[config.mk]
export PLATFORM = sky130hd
export DESIGN_NAME = shift_rows_pipe
export DESIGN_NICKNAME = d
export VERILOG_FILES = /design/src/rtl/shift_rows_pipe.sv
export SDC_FILE = /design/constraint.sdc
export NUM_CORES = 1
export LEC_CHECK = 0
export ABC_AREA = 1
export CORE_MARGIN = 5
export CORE_UTILIZATION = 25
export CTS_CLUSTER_DIAMETER = 50
export CTS_CLUSTER_SIZE = 30
export DETAILED_ROUTE_END_ITERATION = 10
export PLACE_DENSITY = 0.64
export SLEW_MARGIN = 15
export SYNTH_ARGS = -nofsm -noshare
export SYNTH_HDL_FRONTEND = slang
export SYNTH_SLANG_ARGS = --single-unit
[constraint.sdc]
create_clock -name clk -period 1.38 [get_ports clk]
set_input_delay 0.276 -clock clk [delete_from_list [all_inputs] [get_ports clk]]
set_output_delay 0.276 -clock clk [all_outputs]
set_load 0.005 [all_outputs]
[src/rtl/shift_rows_pipe.sv]
// rtl/shift_rows_pipe.sv - elastic pipelined Rijndael ShiftRows/InvShiftRows, optional SHIFT_ROWS_BLK_COUNT_EN block counter
module shift_rows_pipe #(
    parameter int NB         = 4,
    parameter int PIPE_DEPTH = 1
) (
    input  logic              clk,
    input  logic              rst,
    input  logic              shiftRow_valid_in,
    output logic              shiftRow_ready_in,
    input  logic              shiftRow_inv_in,
    input  logic [32*NB-1:0]  shiftRow_data_in,
    output logic              shiftRow_valid_out,
    input  logic              shiftRow_ready_out,
    output logic [32*NB-1:0]  shiftRow_data_out,
    output logic [31:0]       shiftRow_blk_count
);

    localparam int DW   = 32 * NB;
    localparam int LAST = PIPE_DEPTH - 1;

    logic [DW-1:0] fwd_data;
    logic [DW-1:0] inv_data;
    logic [DW-1:0] xform_data;

    // Byte routing is fixed at elaboration; only the fwd/inv select is runtime logic.
    for (genvar r = 0; r < 4; r++) begin : g_row
        for (genvar c = 0; c < NB; c++) begin : g_col
            localparam int S  = (NB == 8 && r >= 2) ? r + 1 : r;
            localparam int FS = (c + S) % NB;
            localparam int IS = (c + NB - S) % NB;
            assign fwd_data[DW-1-8*(4*c+r) -: 8] = shiftRow_data_in[DW-1-8*(4*FS+r) -: 8];
            assign inv_data[DW-1-8*(4*c+r) -: 8] = shiftRow_data_in[DW-1-8*(4*IS+r) -: 8];
        end
    end

    assign xform_data = shiftRow_inv_in ? inv_data : fwd_data;

    logic [PIPE_DEPTH-1:0]         v_q;
    logic [PIPE_DEPTH-1:0]         load;
    logic [PIPE_DEPTH-1:0]         up_v;
    logic [PIPE_DEPTH-1:0][DW-1:0] data_q;
    logic [PIPE_DEPTH-1:0][DW-1:0] up_data;
    logic                          full_tail;

    // A stage can load unless it and every stage after it are full while the sink stalls.
    always_comb begin
        load      = '0;
        full_tail = 1'b1;
        for (int i = 0; i < PIPE_DEPTH; i++) begin
            full_tail = 1'b1;
            for (int j = i; j < PIPE_DEPTH; j++) begin
                full_tail = full_tail & v_q[j];
            end
            load[i] = shiftRow_ready_out | ~full_tail;
        end
    end

    always_comb begin
        up_v       = '0;
        up_data    = '0;
        up_v[0]    = shiftRow_valid_in;
        up_data[0] = xform_data;
        for (int i = 1; i < PIPE_DEPTH; i++) begin
            up_v[i]    = v_q[i-1];
            up_data[i] = data_q[i-1];
        end
    end

    always_ff @(posedge clk) begin
        if (rst) begin
            v_q    <= '0;
            data_q <= '0;
        end else begin
            for (int i = 0; i < PIPE_DEPTH; i++) begin
                if (load[i]) begin
                    v_q[i] <= up_v[i];
                    if (up_v[i]) begin
                        data_q[i] <= up_data[i];
                    end
                end
            end
        end
    end

    assign shiftRow_ready_in  = load[0];
    assign shiftRow_valid_out = v_q[LAST];
    assign shiftRow_data_out  = data_q[LAST];

`ifdef SHIFT_ROWS_BLK_COUNT_EN
    logic [31:0] blk_count_q;

    always_ff @(posedge clk) begin
        if (rst) begin
            blk_count_q <= '0;
        end else if (shiftRow_valid_out && shiftRow_ready_out) begin
            blk_count_q <= blk_count_q + 32'd1;
        end
    end

    assign shiftRow_blk_count = blk_count_q;
`else
    assign shiftRow_blk_count = 32'd0;
`endif

endmodule

==> impl_results.md <==
- Met2 WL: around 8.7 mm
- Crit path max-delay family: flip-flops
- First-pass GRT wire length: around 31 mm
- Post-Synth Simple-Gate Area: 34.50%
- Largest net degree at the start of global routing: 61
- First drt pass iteration count: 5
- Post-synthesis xor/xnor area fraction: 0%
- CP Buf/Inv Count: 1
- Clock skew: 0.005798 ns
- Hold Path Depth: 4
- Mux cell area share after synthesis: 0%
- DR top layer: met4
- Min Tclk post-route: ~1.3 ns
- Flop pwr share: 38.3%
- Antenna Violating Nets Remaining: 0
- Sw power: 2.915 mW
- Clk_lat worst skew: approximately 0.41 ns
- Avg WL per Cell: about 12 um
- Vias in the first global route: 6149
- Max stage delay on crit path: 0.33 ns
- Max-Cap Viols: 0
- Worst hold slack: about 0.32 ns
- Final HPWL from detailed placement: 14.53 mm
- Maximum clock rate: 0.7615 GHz
- GP Congestion: 0.7835
- Hold Startpoint: shiftRow_inv_in
- Via count: 6510
- Drt via density: 3.938
- Hold Vio Cnt, Final: 0
- Startpoint Class: register
- Count of flip-flops with a built-in enable after synthesis: 0
- Finished Cell Area: between 9000 and 10000 um2
- Initial drt markers: ~300
- Worst Hold End: shiftRow_data_out[119]
- Max Root-Sink Buffers: 2
- Initial antenna violation count: 0
- Combinational share of power: 18.7%
- Non-Filler Instances: 1653
- FF-to-FF Start: shiftRow_valid_out
- Internal power: 7.971 mW
- Post-synth top area share: 39.52%
- Hold Path Class: primary input to register
- Mapped Area: 6535 um2
- Area after DPL: roughly 9400 um2
- Compound-gate portion of the synthesized area: 4.978%
- CP max stage cell: dfxtp_1
- FF-to-FF path depth: 6
- Dominant synthesized flop cell: dfxtp_1
- Worst r2r dst: shiftRow_data_out[96]
- Synth top cells by count: nand2_1, nor2_1, inv_1
- CP endpoint kind: primary output
- Clock Sinks: 129
- Share of post-route cells with drive strength above 1: 5.159%
- Htree depth: 4
- CTS clk-pin slew, worst paths: 0.06 ns
- Gate Count Post-Synth: between 1000 and 1500
- # Post-CTS Setup Buffers: 0
- Crit Path Category: register to primary output
- Seq/Total Area, Yosys: 39.52%
- Die Height: roughly 170 um
- Worst R2R Setup Slack: approximately 0.18 ns
- Crit path cell chain: dlygate4sd2_1
- Synth Warn #: 0
- Synth area leaders: dfxtp_1, nand2_1, nor2_1
- WP data arrival: 1.04 ns
- P_leak: 5.366 nW
- # IOs: approximately 300
- Std cell rows: 59
- Fill count: 2789
- Gr ovfl total: 0
- Met1 WL: 8.897 mm
- GRT Total Usage: 13.03%
- RSZ-0062 raised after global routing: false
- Cell variety after synth: 16
- Final period utilization: 95.16%
- Seq cells post-synth: about 130
- Final net count: 1438
- Total wire length: 19.88 mm
- Die Width: 171.7 um
- Main combinational cell family by area after synthesis: simple AND/OR/NAND/NOR gates
- Post-synth top area cell: dfxtp_1
- Core box area: 25910 um2
- CP Data Required Time: approximately 1.1 ns
- Pwr Density: 1109 nW/um2
- Initial Util: 25.22%
- Clock share of power: 43.0%
- Max VDD drop: around 0.47 mV
- Ys async rst share: 0%
- CTS Hold Buffers Added: 0
- Post-synthesis adder-cell area fraction: 0%
- Area Overhead vs Synth: 50.26%
- CTS tree: yes
- Syn Area/Cell: 6.154 um2
- Crit-path max FO: 2
- Final setup violation count: 0
- Die Area: 29470 um2
- Drc violations: 0
- PortBufs: 262
- TritonCTS Buffers: 17
- Switching Share: 26.78%
- Ant diodes: 0
- Met3 WL: 2.137 mm
- Run status: finished clean
- Root Buffer: clkbuf_16
- Slew Limit Fails: 0
- DP Cell Count: 1621
cell usage in the layout, fill, tap and decap left out:
cell type          n
clkinv_4           2
nand2_1          256
inv_6              2
dfxtp_1          125
inv_2              2
buf_4             16
clkinv_2           2
inv_4              1
inv_1            192
nand3_1           64
clkbuf_16         17
clkdlybuf4s50_1  130
a21oi_1            1
nand2_4            2
clkbuf_8           1
buf_2              2
nor2_1           256
dlygate4sd2_1    123
clkdlybuf4s15_1    5
bufinv_16          3
o21ai_0           54
buf_12            10
dfxtp_2            4
o21ai_1           10
clkinvlp_4         3
clkbuf_2           1
clkbuf_1           2
conb_1            32
kinds of logic (layout without fill, tap and decap cells):
logic type / Yosys count / in the layout
and+or+nand+nor: 578 / 578
other: 1 / 32
buffers and inverters: 289 / 514
DFF: 129 / 129
AOI/OAI and AO/OA: 65 / 65
per-stage QoR:
stage	util [%]	setup WS [ns]	setup TNS, ns	power, mW
after floorplan	-	0.3447	0	5.327
after global placement	36.16	-0.3828	-28.95	6.503
after detailed placement	36.16	-0.3833	-31.82	6.530
after CTS	37.89	0.005832	0	11.12
after global routing	37.90	0.004204	0	11.59
final	37.90	0.06685	0	10.89
flip-flops by register name (all words and copies together) (netlist names):
signal and cells:
shiftRow_data_out 128, shiftRow_valid_out 1
routing by layer:
metal | vias to the layer above | GRT usage [%]
met4 | 0 | 2.997
met5 | - | 0
met1 | 2770 | 16.10
li1 | 3509 | -
met2 | 221 | 21.36
met3 | 10 | 5.286
repair_timing:
item | 4_1_cts | 5_1_grt
endpoints found under the setup margin | 130 | 6
resized for setup | 139 | 6
hold endpoints to repair | 0 | 0
worst max path at each step:
stage	from	slack, ns	to	cells after the start
finish	shiftRow_data_out[65]	0.07	shiftRow_data_out[65]	1
global route	shiftRow_data_out[53]	0.004	shiftRow_data_out[53]	1
CTS	shiftRow_data_out[53]	0.006	shiftRow_data_out[53]	1
detailed placement	shiftRow_ready_out	-0.38	shiftRow_ready_in	4
global placement	shiftRow_ready_out	-0.38	shiftRow_ready_in	4
floorplan	shiftRow_valid_out	0.34	shiftRow_data_out[103]	6
area by class of cell:
type	instances	area, um2	area share, %
repair buffers	287	2764	28.15
multi-input cells	675	2710	27.60
flip-flops and latches	129	2587	26.35
inverters	195	734.5	7.480
clock buffers	20	446.7	4.549
well taps	335	419.2	4.269
clock inverters	12	157.7	1.606
power groups by stage:
stage	Sequential [mW]	Combinational [mW]	Clock, mW
2_1_floorplan	4.28	1.04	0
3_3_place_gp	4.25	2.25	0
3_5_place_dp	4.27	2.26	0
4_1_cts	4.18	2.07	4.87
5_1_grt	4.21	2.33	5.04
6_report	4.17	2.04	4.68
(Power assumes the default switching activity.)
